### src/rtl/song_sequencer.sv
// song_sequencer: auto-play controller feeding the buzzer tone generator.
// It walks a song memory of (note, pitch, duration) entries. Each note plays
// for duration*unit - GAP_CYCLES cycles and is followed by GAP_CYCLES of silence.
// Optional feature macro: TEMPO_SCALE_EN adds tempo_sel[1:0], which scales the
// unit length for each entry.
module song_sequencer #(
    parameter int BEAT_CYCLES = 12500000,
    parameter int GAP_CYCLES  = 5000000,
    parameter int ADDR_W      = 8
) (
    input  logic              clk,
    input  logic              rst,
    input  logic              start,
    input  logic              pause,
    input  logic              stop_req,
    input  logic              loop_en,
`ifdef TEMPO_SCALE_EN
    input  logic [1:0]        tempo_sel,
`endif
    output logic [ADDR_W-1:0] rom_addr,
    input  logic [15:0]       rom_data,
    output logic [6:0]        note,
    output logic [2:0]        pitch,
    output logic              buzz_stop,
    output logic              busy,
    output logic              done,
    output logic [ADDR_W-1:0] song_pos
);

    typedef enum logic [2:0] {S_IDLE, S_FETCH, S_LOAD, S_PLAY, S_GAP, S_DONE} state_t;

    state_t            state_q, state_d;
    logic [ADDR_W-1:0] addr_q, addr_d;
    logic [ADDR_W-1:0] pos_q, pos_d;
    logic [6:0]        note_q, note_d;
    logic [2:0]        pitch_q, pitch_d;
    logic              rest_q, rest_d;
    logic [35:0]       cnt_q, cnt_d;

    logic [35:0]       unit_len;
    logic [35:0]       play_len;
    logic [3:0]        dur;
    logic              pitch_ok;
    logic              next_is_end;
    logic              rsvd_unused;

    assign dur         = rom_data[13:10];
    assign pitch_ok    = (rom_data[9:7] == 3'b001) || (rom_data[9:7] == 3'b010) ||
                         (rom_data[9:7] == 3'b100);
    assign rsvd_unused = ^rom_data[15:14];

`ifdef TEMPO_SCALE_EN
    // Per-entry unit length chosen by tempo_sel; the gap is never scaled.
    always_comb begin
        case (tempo_sel)
            2'b01:   unit_len = 36'(BEAT_CYCLES) << 1;
            2'b10:   unit_len = 36'(BEAT_CYCLES / 2);
            default: unit_len = 36'(BEAT_CYCLES);
        endcase
    end
`else
    assign unit_len = 36'(BEAT_CYCLES);
`endif

    // Sounding part of a note: full 36-bit product minus the trailing gap.
    assign play_len = (36'(dur) * unit_len) - 36'(GAP_CYCLES);

    // rom_addr already points at the next entry while the current one plays,
    // so rom_data on the last gap cycle reveals an end marker with no extra fetch.
    // The last address never advances, so rom_addr cannot wrap silently.
    assign next_is_end = (pos_q == '1) || (dur == 4'd0);

    // Next-state, counter and latched-entry logic.
    always_comb begin
        state_d = state_q;
        addr_d  = addr_q;
        pos_d   = pos_q;
        note_d  = note_q;
        pitch_d = pitch_q;
        rest_d  = rest_q;
        cnt_d   = cnt_q;
        case (state_q)
            S_IDLE: begin
                if (start) begin
                    state_d = S_FETCH;
                    addr_d  = '0;
                end
            end
            S_FETCH: begin
                if (!pause) state_d = S_LOAD;
            end
            S_LOAD: begin
                if (!pause) begin
                    if (dur == 4'd0) begin
                        if (loop_en) begin
                            state_d = S_FETCH;
                            addr_d  = '0;
                        end else begin
                            state_d = S_DONE;
                        end
                    end else begin
                        state_d = S_PLAY;
                        note_d  = rom_data[6:0];
                        pitch_d = rom_data[9:7];
                        rest_d  = (rom_data[6:0] == 7'd0) || !pitch_ok;
                        pos_d   = addr_q;
                        cnt_d   = play_len;
                        addr_d  = (addr_q == '1) ? addr_q : addr_q + ADDR_W'(1);
                    end
                end
            end
            S_PLAY: begin
                if (!pause) begin
                    if (cnt_q == 36'd1) begin
                        state_d = S_GAP;
                        cnt_d   = 36'(GAP_CYCLES);
                    end else begin
                        cnt_d = cnt_q - 36'd1;
                    end
                end
            end
            S_GAP: begin
                if (!pause) begin
                    if (cnt_q == 36'd1) begin
                        if (!next_is_end) begin
                            state_d = S_FETCH;
                        end else if (loop_en) begin
                            state_d = S_FETCH;
                            addr_d  = '0;
                        end else begin
                            state_d = S_DONE;
                        end
                    end else begin
                        cnt_d = cnt_q - 36'd1;
                    end
                end
            end
            S_DONE: begin
                state_d = S_IDLE;
                addr_d  = '0;
            end
            default: state_d = S_IDLE;
        endcase
        // Abort beats pause and start in the same cycle.
        if (stop_req && (state_q != S_IDLE)) begin
            state_d = S_IDLE;
            addr_d  = '0;
        end
    end

    // State and datapath registers with synchronous reset.
    always_ff @(posedge clk) begin
        if (rst) begin
            state_q <= S_IDLE;
            addr_q  <= '0;
            pos_q   <= '0;
            note_q  <= 7'd0;
            pitch_q <= 3'd0;
            rest_q  <= 1'b1;
            cnt_q   <= 36'd0;
        end else begin
            state_q <= state_d;
            addr_q  <= addr_d;
            pos_q   <= pos_d;
            note_q  <= note_d;
            pitch_q <= pitch_d;
            rest_q  <= rest_d;
            cnt_q   <= cnt_d;
        end
    end

    // Tone outputs are live only in PLAY, for a real note, while not paused.
    always_comb begin
        note      = 7'd0;
        pitch     = 3'd0;
        buzz_stop = 1'b1;
        if ((state_q == S_PLAY) && !pause && !rest_q) begin
            note      = note_q;
            pitch     = pitch_q;
            buzz_stop = 1'b0;
        end
    end

    assign rom_addr = addr_q;
    assign song_pos = pos_q;
    assign busy     = (state_q != S_IDLE);
    assign done     = (state_q == S_DONE);

endmodule

### config.mk
export PLATFORM = sky130hd
export DESIGN_NAME = song_sequencer
export DESIGN_NICKNAME = d
export VERILOG_FILES = /design/src/rtl/song_sequencer.sv
export SDC_FILE = /design/constraint.sdc
export NUM_CORES = 1
export LEC_CHECK = 0
export ABC_AREA = 1
export ABC_CLOCK_PERIOD_IN_PS = 9800
export CAP_MARGIN = 20
export CORE_MARGIN = 3
export CORE_UTILIZATION = 29
export CTS_CLUSTER_SIZE = 14
export DETAILED_ROUTE_END_ITERATION = 10
export GPL_ROUTABILITY_DRIVEN = 0
export GPL_TIMING_DRIVEN = 0
export SETUP_SLACK_MARGIN = 0.05
export SLEW_MARGIN = 10
export SYNTH_ARGS = -nofsm -noshare
export SYNTH_HDL_FRONTEND = slang
export SYNTH_SLANG_ARGS = --single-unit
### constraint.sdc
create_clock -name clk -period 9.8 [get_ports clk]
set_clock_uncertainty 0.2 [all_clocks]
set_input_delay 0.98 -clock clk [delete_from_list [all_inputs] [get_ports clk]]
set_output_delay 0.98 -clock clk [all_outputs]
set_load 0.02 [all_outputs]
==> results of run 1 <==
==> per-layer routing <==
metal,global-route usage (%),share of wire (%)
met1,20.4,45
met3,2.58,4.9
met5,0,0
met2,27.6,48
met4,6.09,2.4
==> cells by family after synthesis <==
| kind of cell | after synthesis | share of synthesized area (%) |
|---|---|---|
| fa+ha+maj | 40 | 10.1 |
| xor+xnor | 23 | 3.62 |
| compound gates | 194 | 18.3 |
| flops | 66 | 23.7 |
| buf+inv | 135 | 9.75 |
| simple gates | 438 | 34.6 |
==> critical path: stages <==
cell and delay [ns]:
sky130_fd_sc_hd__clkdlybuf4s50_1 0.65, sky130_fd_sc_hd__fa_1 0.70, sky130_fd_sc_hd__inv_1 0.10, sky130_fd_sc_hd__fa_1 0.57
sky130_fd_sc_hd__inv_1 0.09, sky130_fd_sc_hd__ha_1 0.37, sky130_fd_sc_hd__nand2_1 0.14, sky130_fd_sc_hd__inv_1 0.07
sky130_fd_sc_hd__a21oi_1 0.26, sky130_fd_sc_hd__nor2_1 0.07, sky130_fd_sc_hd__nor2_1 0.15, sky130_fd_sc_hd__nand2_1 0.07
sky130_fd_sc_hd__nand2_1 0.06, sky130_fd_sc_hd__nand2_1 0.09, sky130_fd_sc_hd__nor2_2 0.23, sky130_fd_sc_hd__nand3_2 0.25
sky130_fd_sc_hd__a21oi_1 0.21
==> Yosys cell counts (2+ instances only) <==
cell	number	share of area [%]
sky130_fd_sc_hd__a22oi_1	2	0.27
sky130_fd_sc_hd__ha_1	32	7.2
sky130_fd_sc_hd__fa_1	8	2.9
sky130_fd_sc_hd__buf_6	2	0.40
sky130_fd_sc_hd__inv_1	105	7.1
sky130_fd_sc_hd__a21oi_1	82	7.4
sky130_fd_sc_hd__nand4_1	12	1.3
sky130_fd_sc_hd__nor2_4	3	0.61
sky130_fd_sc_hd__xnor2_1	10	1.6
sky130_fd_sc_hd__inv_2	6	0.40
sky130_fd_sc_hd__dfxtp_1	66	24
sky130_fd_sc_hd__nor4_1	3	0.34
sky130_fd_sc_hd__or2_2	3	0.34
sky130_fd_sc_hd__nor3_2	3	0.54
sky130_fd_sc_hd__o2111ai_1	2	0.31
sky130_fd_sc_hd__nand2_2	5	0.56
sky130_fd_sc_hd__nand3b_1	4	0.54
sky130_fd_sc_hd__nor2_2	8	0.90
sky130_fd_sc_hd__buf_2	6	0.54
sky130_fd_sc_hd__o211ai_1	3	0.40
sky130_fd_sc_hd__o22ai_1	3	0.34
sky130_fd_sc_hd__nand3_1	52	4.7
sky130_fd_sc_hd__a31oi_1	2	0.22
sky130_fd_sc_hd__buf_4	3	0.40
sky130_fd_sc_hd__nor3_1	20	1.8
sky130_fd_sc_hd__clkbuf_1	11	0.74
sky130_fd_sc_hd__nor2_1	119	8.0
sky130_fd_sc_hd__xor2_1	13	2.0
sky130_fd_sc_hd__nor3b_1	2	0.27
sky130_fd_sc_hd__a21oi_2	2	0.31
sky130_fd_sc_hd__nand2_1	196	13
sky130_fd_sc_hd__o21ai_0	91	8.2
sky130_fd_sc_hd__nand3_2	2	0.36
sky130_fd_sc_hd__o21ai_1	2	0.18
sky130_fd_sc_hd__a211oi_1	3	0.40
==> power by group <==
group / internal (µW) / leakage, µW / switching, µW
logic: 455 / 0.00234 / 852
registers: 329 / 0.000535 / 64.9
clock network: 170 / 0.000129 / 129
==> area by class of cell <==
cell class                 instances  area share [%]
clock inverter                     5           0.474
tap                              234            4.44
multi-input combinational        695            56.2
timing repair buffer              47            7.13
inverter                         112            6.39
clock buffer                      11            3.53
buffer                            23            1.84
sequential                        66            20.0
==> state kept, by name (all words and copies together) (netlist names) <==
| register | flops |
|---|---|
| rest_q | 1 |
| rom_addr | 8 |
| cnt_q | 36 |
| song_pos | 8 |
| state_q | 3 |
| note_q | 7 |
| pitch_q | 3 |
==> path summary, 6_finish.rpt <==
kind,endpoint,slack (ns)
max,cnt_q[33],4.82
min reg2reg,note_q[5],0.25
min,note_q[5],0.25
max reg2reg,cnt_q[23],7.28
==> through the flow <==
step / area [µm²] / power, µW / cells
after floorplan: 5570 / 1380 / 896
after global placement: 6330 / 1690 / 1177
final: 6600 / 2000 / 1193
after CTS: 6600 / 2010 / 1193
after global routing: 6600 / 2200 / 1193
after detailed placement: 6330 / 1700 / 1177
==> run_summary.xml, run 1 <==
<?xml version="1.0" encoding="UTF-8"?>
<metrics>
  <group name="outcome">
    <metric name="outcome" unit="">complete, no violations</metric>
  </group>
  <group name="critical_path">
    <metric name="r2r.worst_path.cells" unit="">13</metric>
    <metric name="worst-endpoint-arrival" unit="ns">5.06</metric>
    <metric name="worstReg2RegStart" unit="">state_q[0]</metric>
    <metric name="required_time_of_the_critical_path" unit="ns">9.87</metric>
    <metric name="worst-setup-path-type" unit="">input pin to flip-flop</metric>
    <metric name="worst_setup_path_startpoint" unit="">rom_data[11]</metric>
    <metric name="timing.critical_path.to_type" unit="">flip-flop</metric>
    <metric name="timing.critical_path.from_type" unit="">input pin</metric>
    <metric name="crit_path_max_fanout" unit="">9</metric>
  </group>
  <group name="min_path">
    <metric name="min-delay-path-class" unit="">flip-flop to flip-flop</metric>
    <metric name="min_delay_path_depth" unit="">2</metric>
    <metric name="min_from" unit="">note_q[5]</metric>
  </group>
  <group name="timing">
    <metric name="timing.final.ws_setup" unit="ns">4.82</metric>
    <metric name="finalMaxSlewViolations" unit="">0</metric>
    <metric name="setup_viol_count_final" unit="">0</metric>
    <metric name="final_hold_viol_count" unit="">0</metric>
    <metric name="transition_at_the_pin_with_the_smallest_max_transition_slack" unit="ns">0.796</metric>
    <metric name="finalSetupTns" unit="ns">0</metric>
    <metric name="hold_ws" unit="ns">0.254</metric>
    <metric name="min_period" unit="ns">4.98</metric>
    <metric name="grt_setup_unrepaired" unit="">no</metric>
    <metric name="timing.fmax" unit="GHz">0.201</metric>
    <metric name="worst_slew_margin_rel" unit="%">46.8</metric>
    <metric name="finalCritPeriodShare" unit="%">50.9</metric>
  </group>
  <group name="clocking">
    <metric name="clk_latency" unit="ns">0.34</metric>
    <metric name="clock_sink_count" unit="">66</metric>
    <metric name="post-cts-setup-buffer-count" unit="">0</metric>
    <metric name="cts_hold_repair.buffers" unit="">0</metric>
    <metric name="post_cts.resized_instances" unit="">0</metric>
    <metric name="path_clk_slew" unit="ns">0.06</metric>
    <metric name="clock_tree.root_cell" unit="">sky130_fd_sc_hd__clkbuf_16</metric>
    <metric name="cts_max_level" unit="">3</metric>
    <metric name="cts-root-to-sink-buffers" unit="">2</metric>
    <metric name="clock_tree_from_tritoncts" unit="">done</metric>
    <metric name="cts_buffers" unit="">9</metric>
  </group>
  <group name="floorplanning">
    <metric name="floorplan.core_area" unit="µm²">18800</metric>
    <metric name="die-height" unit="µm">145</metric>
    <metric name="initial_util" unit="%">29.7</metric>
    <metric name="die_width" unit="µm">145</metric>
    <metric name="die_area" unit="µm²">20900</metric>
    <metric name="num_rows" unit="">50</metric>
    <metric name="boundaryPins" unit="">51</metric>
  </group>
  <group name="route">
    <metric name="ant_nets" unit="">0</metric>
    <metric name="routed_wirelength" unit="µm">16400</metric>
    <metric name="drt_pass1_iterations" unit="">5</metric>
    <metric name="drt_first_iter_violations" unit="">424</metric>
    <metric name="route.detailed.wl_per_inst" unit="µm">13.8</metric>
    <metric name="vias" unit="">5994</metric>
    <metric name="drc" unit="">0</metric>
    <metric name="average_vias_per_placed_instance" unit="">5.02</metric>
  </group>
  <group name="job">
    <metric name="cap_viol_max_count" unit="">0</metric>
  </group>
  <group name="logic_synthesis">
    <metric name="synth-edff-count" unit="">0</metric>
    <metric name="synth.cell_area" unit="µm²">5570</metric>
    <metric name="synth_warnings" unit="">0</metric>
    <metric name="syn-instance-count" unit="">896</metric>
    <metric name="netlist_cell_types" unit="">45</metric>
    <metric name="synth.yosys.seq_area_share" unit="%">23.7</metric>
    <metric name="synthFlopType" unit="">sky130_fd_sc_hd__dfxtp_1</metric>
    <metric name="async_reset_ff_share" unit="%">0</metric>
    <metric name="synth.ff_latch_count" unit="">66</metric>
    <metric name="synth_fp_nets" unit="">958</metric>
    <metric name="post_synthesis_area_per_instance" unit="µm²">6.22</metric>
  </group>
  <group name="finish">
    <metric name="sequential_cell_area" unit="µm²">1320</metric>
    <metric name="mostFrequentLayoutCells" unit="">sky130_fd_sc_hd__nand2_1, sky130_fd_sc_hd__nor2_1, sky130_fd_sc_hd__inv_1</metric>
    <metric name="n_antenna_cell" unit="">0</metric>
    <metric name="nets" unit="">1016</metric>
    <metric name="fillers" unit="">2019</metric>
    <metric name="drive_gt1_share" unit="%">6.57</metric>
    <metric name="fin_util" unit="%">35.2</metric>
    <metric name="multiInputGateArea" unit="µm²">3710</metric>
    <metric name="layout.cells.most_common" unit="">sky130_fd_sc_hd__nand2_1</metric>
    <metric name="flow.area_growth_from_synthesis" unit="%">18.4</metric>
  </group>
  <group name="global_route">
    <metric name="pin_count_of_the_biggest_net_entering_global_routing" unit="">15</metric>
    <metric name="gr-usage-all-layers" unit="%">16.1</metric>
    <metric name="grt_first_pass_wirelength" unit="µm">27100</metric>
    <metric name="number_of_antenna_violations_at_the_first_check_in_global_routing" unit="">0</metric>
    <metric name="global_route.overflow_total" unit="">0</metric>
    <metric name="number_of_global_route_vias_before_repair" unit="">5498</metric>
  </group>
  <group name="power_and_ir_drop">
    <metric name="worst_ir_drop_vdd" unit="V">0.000120</metric>
    <metric name="p_per_area" unit="nW/µm²">303</metric>
    <metric name="static-leakage-power" unit="µW">0.00300</metric>
  </group>
  <group name="placement">
    <metric name="place_ws" unit="ns">4.47</metric>
    <metric name="count_of_input_and_output_buffers" unit="">47</metric>
    <metric name="dp_hpwl" unit="µm">12900</metric>
  </group>
</metrics>
No activity file was read; power rests on OpenSTA's default activity.
==> run 2, diff against run 1 <==
ABC_CLOCK_PERIOD_IN_PS = 4700   (was 9800)
clock period = 4.7 ns   (was 9.8 ns; I/O delays follow)
==> run 2 against run 1 <==
- sequential power rose by 110%
- total power rose by 110%
- register-to-register slack got worse by 5.1 ns
- sequential share of layout area barely moved
- critical endpoint unchanged
==> run_summary.xml, run 2 (synthesis gave the netlist of run 1 again) <==
<?xml version="1.0" encoding="UTF-8"?>
<metrics>
  <group name="finish">
    <metric name="layout.cells.most_common" unit="">sky130_fd_sc_hd__nand2_1</metric>
    <metric name="mostFrequentLayoutCells" unit="">sky130_fd_sc_hd__nand2_1, sky130_fd_sc_hd__nor2_1, sky130_fd_sc_hd__inv_1</metric>
    <metric name="fin_util" unit="%">35.2</metric>
    <metric name="largest-register" unit="">cnt_q</metric>
    <metric name="nets" unit="">1016</metric>
    <metric name="number_of_flip_flops_under_the_largest_register_name" unit="">36</metric>
    <metric name="final-instance-count-excl-fill" unit="">1193</metric>
    <metric name="n_antenna_cell" unit="">0</metric>
    <metric name="drive_gt1_share" unit="%">6.57</metric>
    <metric name="flow.area_growth_from_synthesis" unit="%">18.6</metric>
  </group>
  <group name="floorplanning">
    <metric name="initial_util" unit="%">29.7</metric>
    <metric name="die-height" unit="µm">145</metric>
    <metric name="num_rows" unit="">50</metric>
    <metric name="floorplan.core_area" unit="µm²">18800</metric>
    <metric name="die_width" unit="µm">145</metric>
    <metric name="die_area" unit="µm²">20900</metric>
    <metric name="boundaryPins" unit="">51</metric>
  </group>
  <group name="route">
    <metric name="drt_first_iter_violations" unit="">385</metric>
    <metric name="routed_wirelength" unit="µm">16400</metric>
    <metric name="drc" unit="">0</metric>
    <metric name="route.met2.wl" unit="µm">7870</metric>
    <metric name="routedLengthMet1" unit="µm">7340</metric>
    <metric name="drt_pass1_iterations" unit="">5</metric>
    <metric name="met3RoutedLength" unit="µm">833</metric>
    <metric name="route.detailed.wl_per_inst" unit="µm">13.8</metric>
    <metric name="ant_nets" unit="">0</metric>
    <metric name="average_vias_per_placed_instance" unit="">5.00</metric>
    <metric name="vias" unit="">5969</metric>
    <metric name="route.top_layer_used" unit="">met4</metric>
  </group>
  <group name="clocking">
    <metric name="post_cts.resized_instances" unit="">0</metric>
    <metric name="post-cts-setup-buffer-count" unit="">0</metric>
    <metric name="path_clk_slew" unit="ns">0.06</metric>
    <metric name="clk_latency" unit="ns">0.34</metric>
    <metric name="clock_sink_count" unit="">66</metric>
    <metric name="clock_tree.root_cell" unit="">sky130_fd_sc_hd__clkbuf_16</metric>
    <metric name="clock_tree_from_tritoncts" unit="">done</metric>
    <metric name="cts-root-to-sink-buffers" unit="">2</metric>
    <metric name="cts_hold_repair.buffers" unit="">0</metric>
    <metric name="cts_buffers" unit="">9</metric>
    <metric name="cts_max_level" unit="">3</metric>
  </group>
  <group name="global_route">
    <metric name="gr-usage-all-layers" unit="%">16.1</metric>
    <metric name="number_of_global_route_vias_before_repair" unit="">5498</metric>
    <metric name="global_route.overflow_total" unit="">0</metric>
    <metric name="number_of_antenna_violations_at_the_first_check_in_global_routing" unit="">0</metric>
    <metric name="pin_count_of_the_biggest_net_entering_global_routing" unit="">15</metric>
    <metric name="grt_first_pass_wirelength" unit="µm">27100</metric>
  </group>
  <group name="critical_path">
    <metric name="worst_r2r_endpoint" unit="">cnt_q[23]</metric>
    <metric name="worstReg2RegStart" unit="">state_q[0]</metric>
    <metric name="timing.critical_path.to_type" unit="">flip-flop</metric>
    <metric name="crit_chain" unit="">dlymetal6s2s_1 -&gt; fa_1 -&gt; inv_1 -&gt; fa_1 -&gt; inv_1 -&gt; ha_1 -&gt; nand2_1 -&gt; inv_1 -&gt; a21oi_1 -&gt; nor2_1 -&gt; nor2_1 -&gt; nand2_1 -&gt; nand2_1 -&gt; nand2_1 -&gt; nor2_2 -&gt; nand3_2 -&gt; a21oi_1</metric>
    <metric name="slowest_stage" unit="">sky130_fd_sc_hd__fa_1</metric>
    <metric name="worst-endpoint-arrival" unit="ns">4.13</metric>
    <metric name="crit_path_max_fanout" unit="">9</metric>
    <metric name="worst-setup-path-type" unit="">input pin to flip-flop</metric>
    <metric name="required_time_of_the_critical_path" unit="ns">4.77</metric>
    <metric name="regToRegSetupSlack" unit="ns">2.18</metric>
    <metric name="critPathMaxStageDelay" unit="ns">0.66</metric>
    <metric name="critical_path.most_common_cell" unit="">sky130_fd_sc_hd__nand2_1</metric>
    <metric name="r2r.worst_path.cells" unit="">13</metric>
    <metric name="timing.critical_path.from_type" unit="">input pin</metric>
  </group>
  <group name="min_path">
    <metric name="min_from" unit="">note_q[5]</metric>
    <metric name="min-delay-path-class" unit="">flip-flop to flip-flop</metric>
    <metric name="min_delay_path_depth" unit="">2</metric>
    <metric name="hold-path-endpoint" unit="">note_q[5]</metric>
  </group>
  <group name="power_and_ir_drop">
    <metric name="p_per_area" unit="nW/µm²">631</metric>
    <metric name="p_total" unit="µW">4170</metric>
    <metric name="static-leakage-power" unit="µW">0.00304</metric>
    <metric name="worst_ir_drop_vdd" unit="V">0.000251</metric>
  </group>
  <group name="timing">
    <metric name="finalSetupTns" unit="ns">0</metric>
    <metric name="setup_viol_count_final" unit="">0</metric>
    <metric name="transition_at_the_pin_with_the_smallest_max_transition_slack" unit="ns">0.800</metric>
    <metric name="finalMaxSlewViolations" unit="">0</metric>
    <metric name="hold_ws" unit="ns">0.254</metric>
    <metric name="grt_setup_unrepaired" unit="">no</metric>
    <metric name="final_hold_viol_count" unit="">0</metric>
    <metric name="min_period" unit="ns">4.06</metric>
    <metric name="finalCritPeriodShare" unit="%">86.4</metric>
    <metric name="timing.fmax" unit="GHz">0.246</metric>
    <metric name="worst_slew_margin_rel" unit="%">46.5</metric>
  </group>
  <group name="placement">
    <metric name="place_inst" unit="">1177</metric>
    <metric name="count_of_input_and_output_buffers" unit="">47</metric>
    <metric name="dp_hpwl" unit="µm">12900</metric>
  </group>
  <group name="outcome">
    <metric name="outcome" unit="">complete, no violations</metric>
  </group>
  <group name="job">
    <metric name="cap_viol_max_count" unit="">0</metric>
  </group>
</metrics>
-- run 2: changes by cell type in the layout (fill, tap and decap cells not counted) --
cell and delta:
sky130_fd_sc_hd__dlymetal6s2s_1 +4, sky130_fd_sc_hd__clkdlybuf4s50_1 -4
-- run 2: final cells by class --
cell class	count	area [µm²]
Fill cell	2020	12200
Multi-Input combinational cell	695	3710
Sequential cell	66	1320
Timing Repair Buffer	47	480
Inverter	112	422
Tap cell	234	293
Clock buffer	11	233
Buffer	23	121
Clock inverter	5	31.3
-- run 2: worst max path at each step --
stage,endpoint,from,cells after the start
after floorplan,cnt_q[27],rom_data[11],18
after global placement,cnt_q[28],rom_data[11],17
after detailed placement,cnt_q[33],rom_data[11],17
after CTS,cnt_q[33],rom_data[11],17
after global routing,cnt_q[33],rom_data[10],16
final,cnt_q[33],rom_data[11],17
-- run 2: where the power goes --
part	switching, µW	internal [µW]	leakage [µW]
Clock	267	355	0.000129
Sequential	135	687	0.000535
Combinational	1770	948	0.00237
Total	2180	1990	0.00304
-- run 2: metal layers --
layer | track usage (%) | vias up
li1 | - | 3050
met1 | 20.4 | 2722
met2 | 27.6 | 166
met3 | 2.58 | 31
met4 | 6.09 | 0
met5 | 0 | -
-- run 2: critical path, delay by kind of cell --
| kind | cells | cell delay, ns |
|---|---|---|
| buffers and inverters | 4 | 0.54 |
| AO/OA/AOI/OAI | 2 | 0.48 |
| adder cells (fa/ha/maj) | 3 | 1.60 |
| AND/OR/NAND/NOR | 8 | 1.06 |
-- run 2: per-stage QoR --
stage                     cell area (µm²)  setup slack, ns
after floorplan                      5570             1.14
after global placement               6330          -0.0685
after detailed placement             6330           -0.119
final                                6610            0.642
after CTS                            6600            0.235
after global routing                 6610            0.262
==> run 3, diff against run 2 <==
ABC_CLOCK_PERIOD_IN_PS = 5000   (was 4700)
clock period = 5 ns   (was 4.7 ns; I/O delays follow)
==> results of run 3 <==
The final DEF is identical to that of run 1. Status: complete, no violations.
Among the figures that moved: setup slack after placement 4.47 ns -> 0.151 ns; setup slack after layout 4.82 ns -> 0.497 ns; register-to-register setup slack 7.28 ns -> 2.48 ns; total power 2000 µW -> 3920 µW; worst IR drop on VDD 0.000120 V -> 0.000236 V
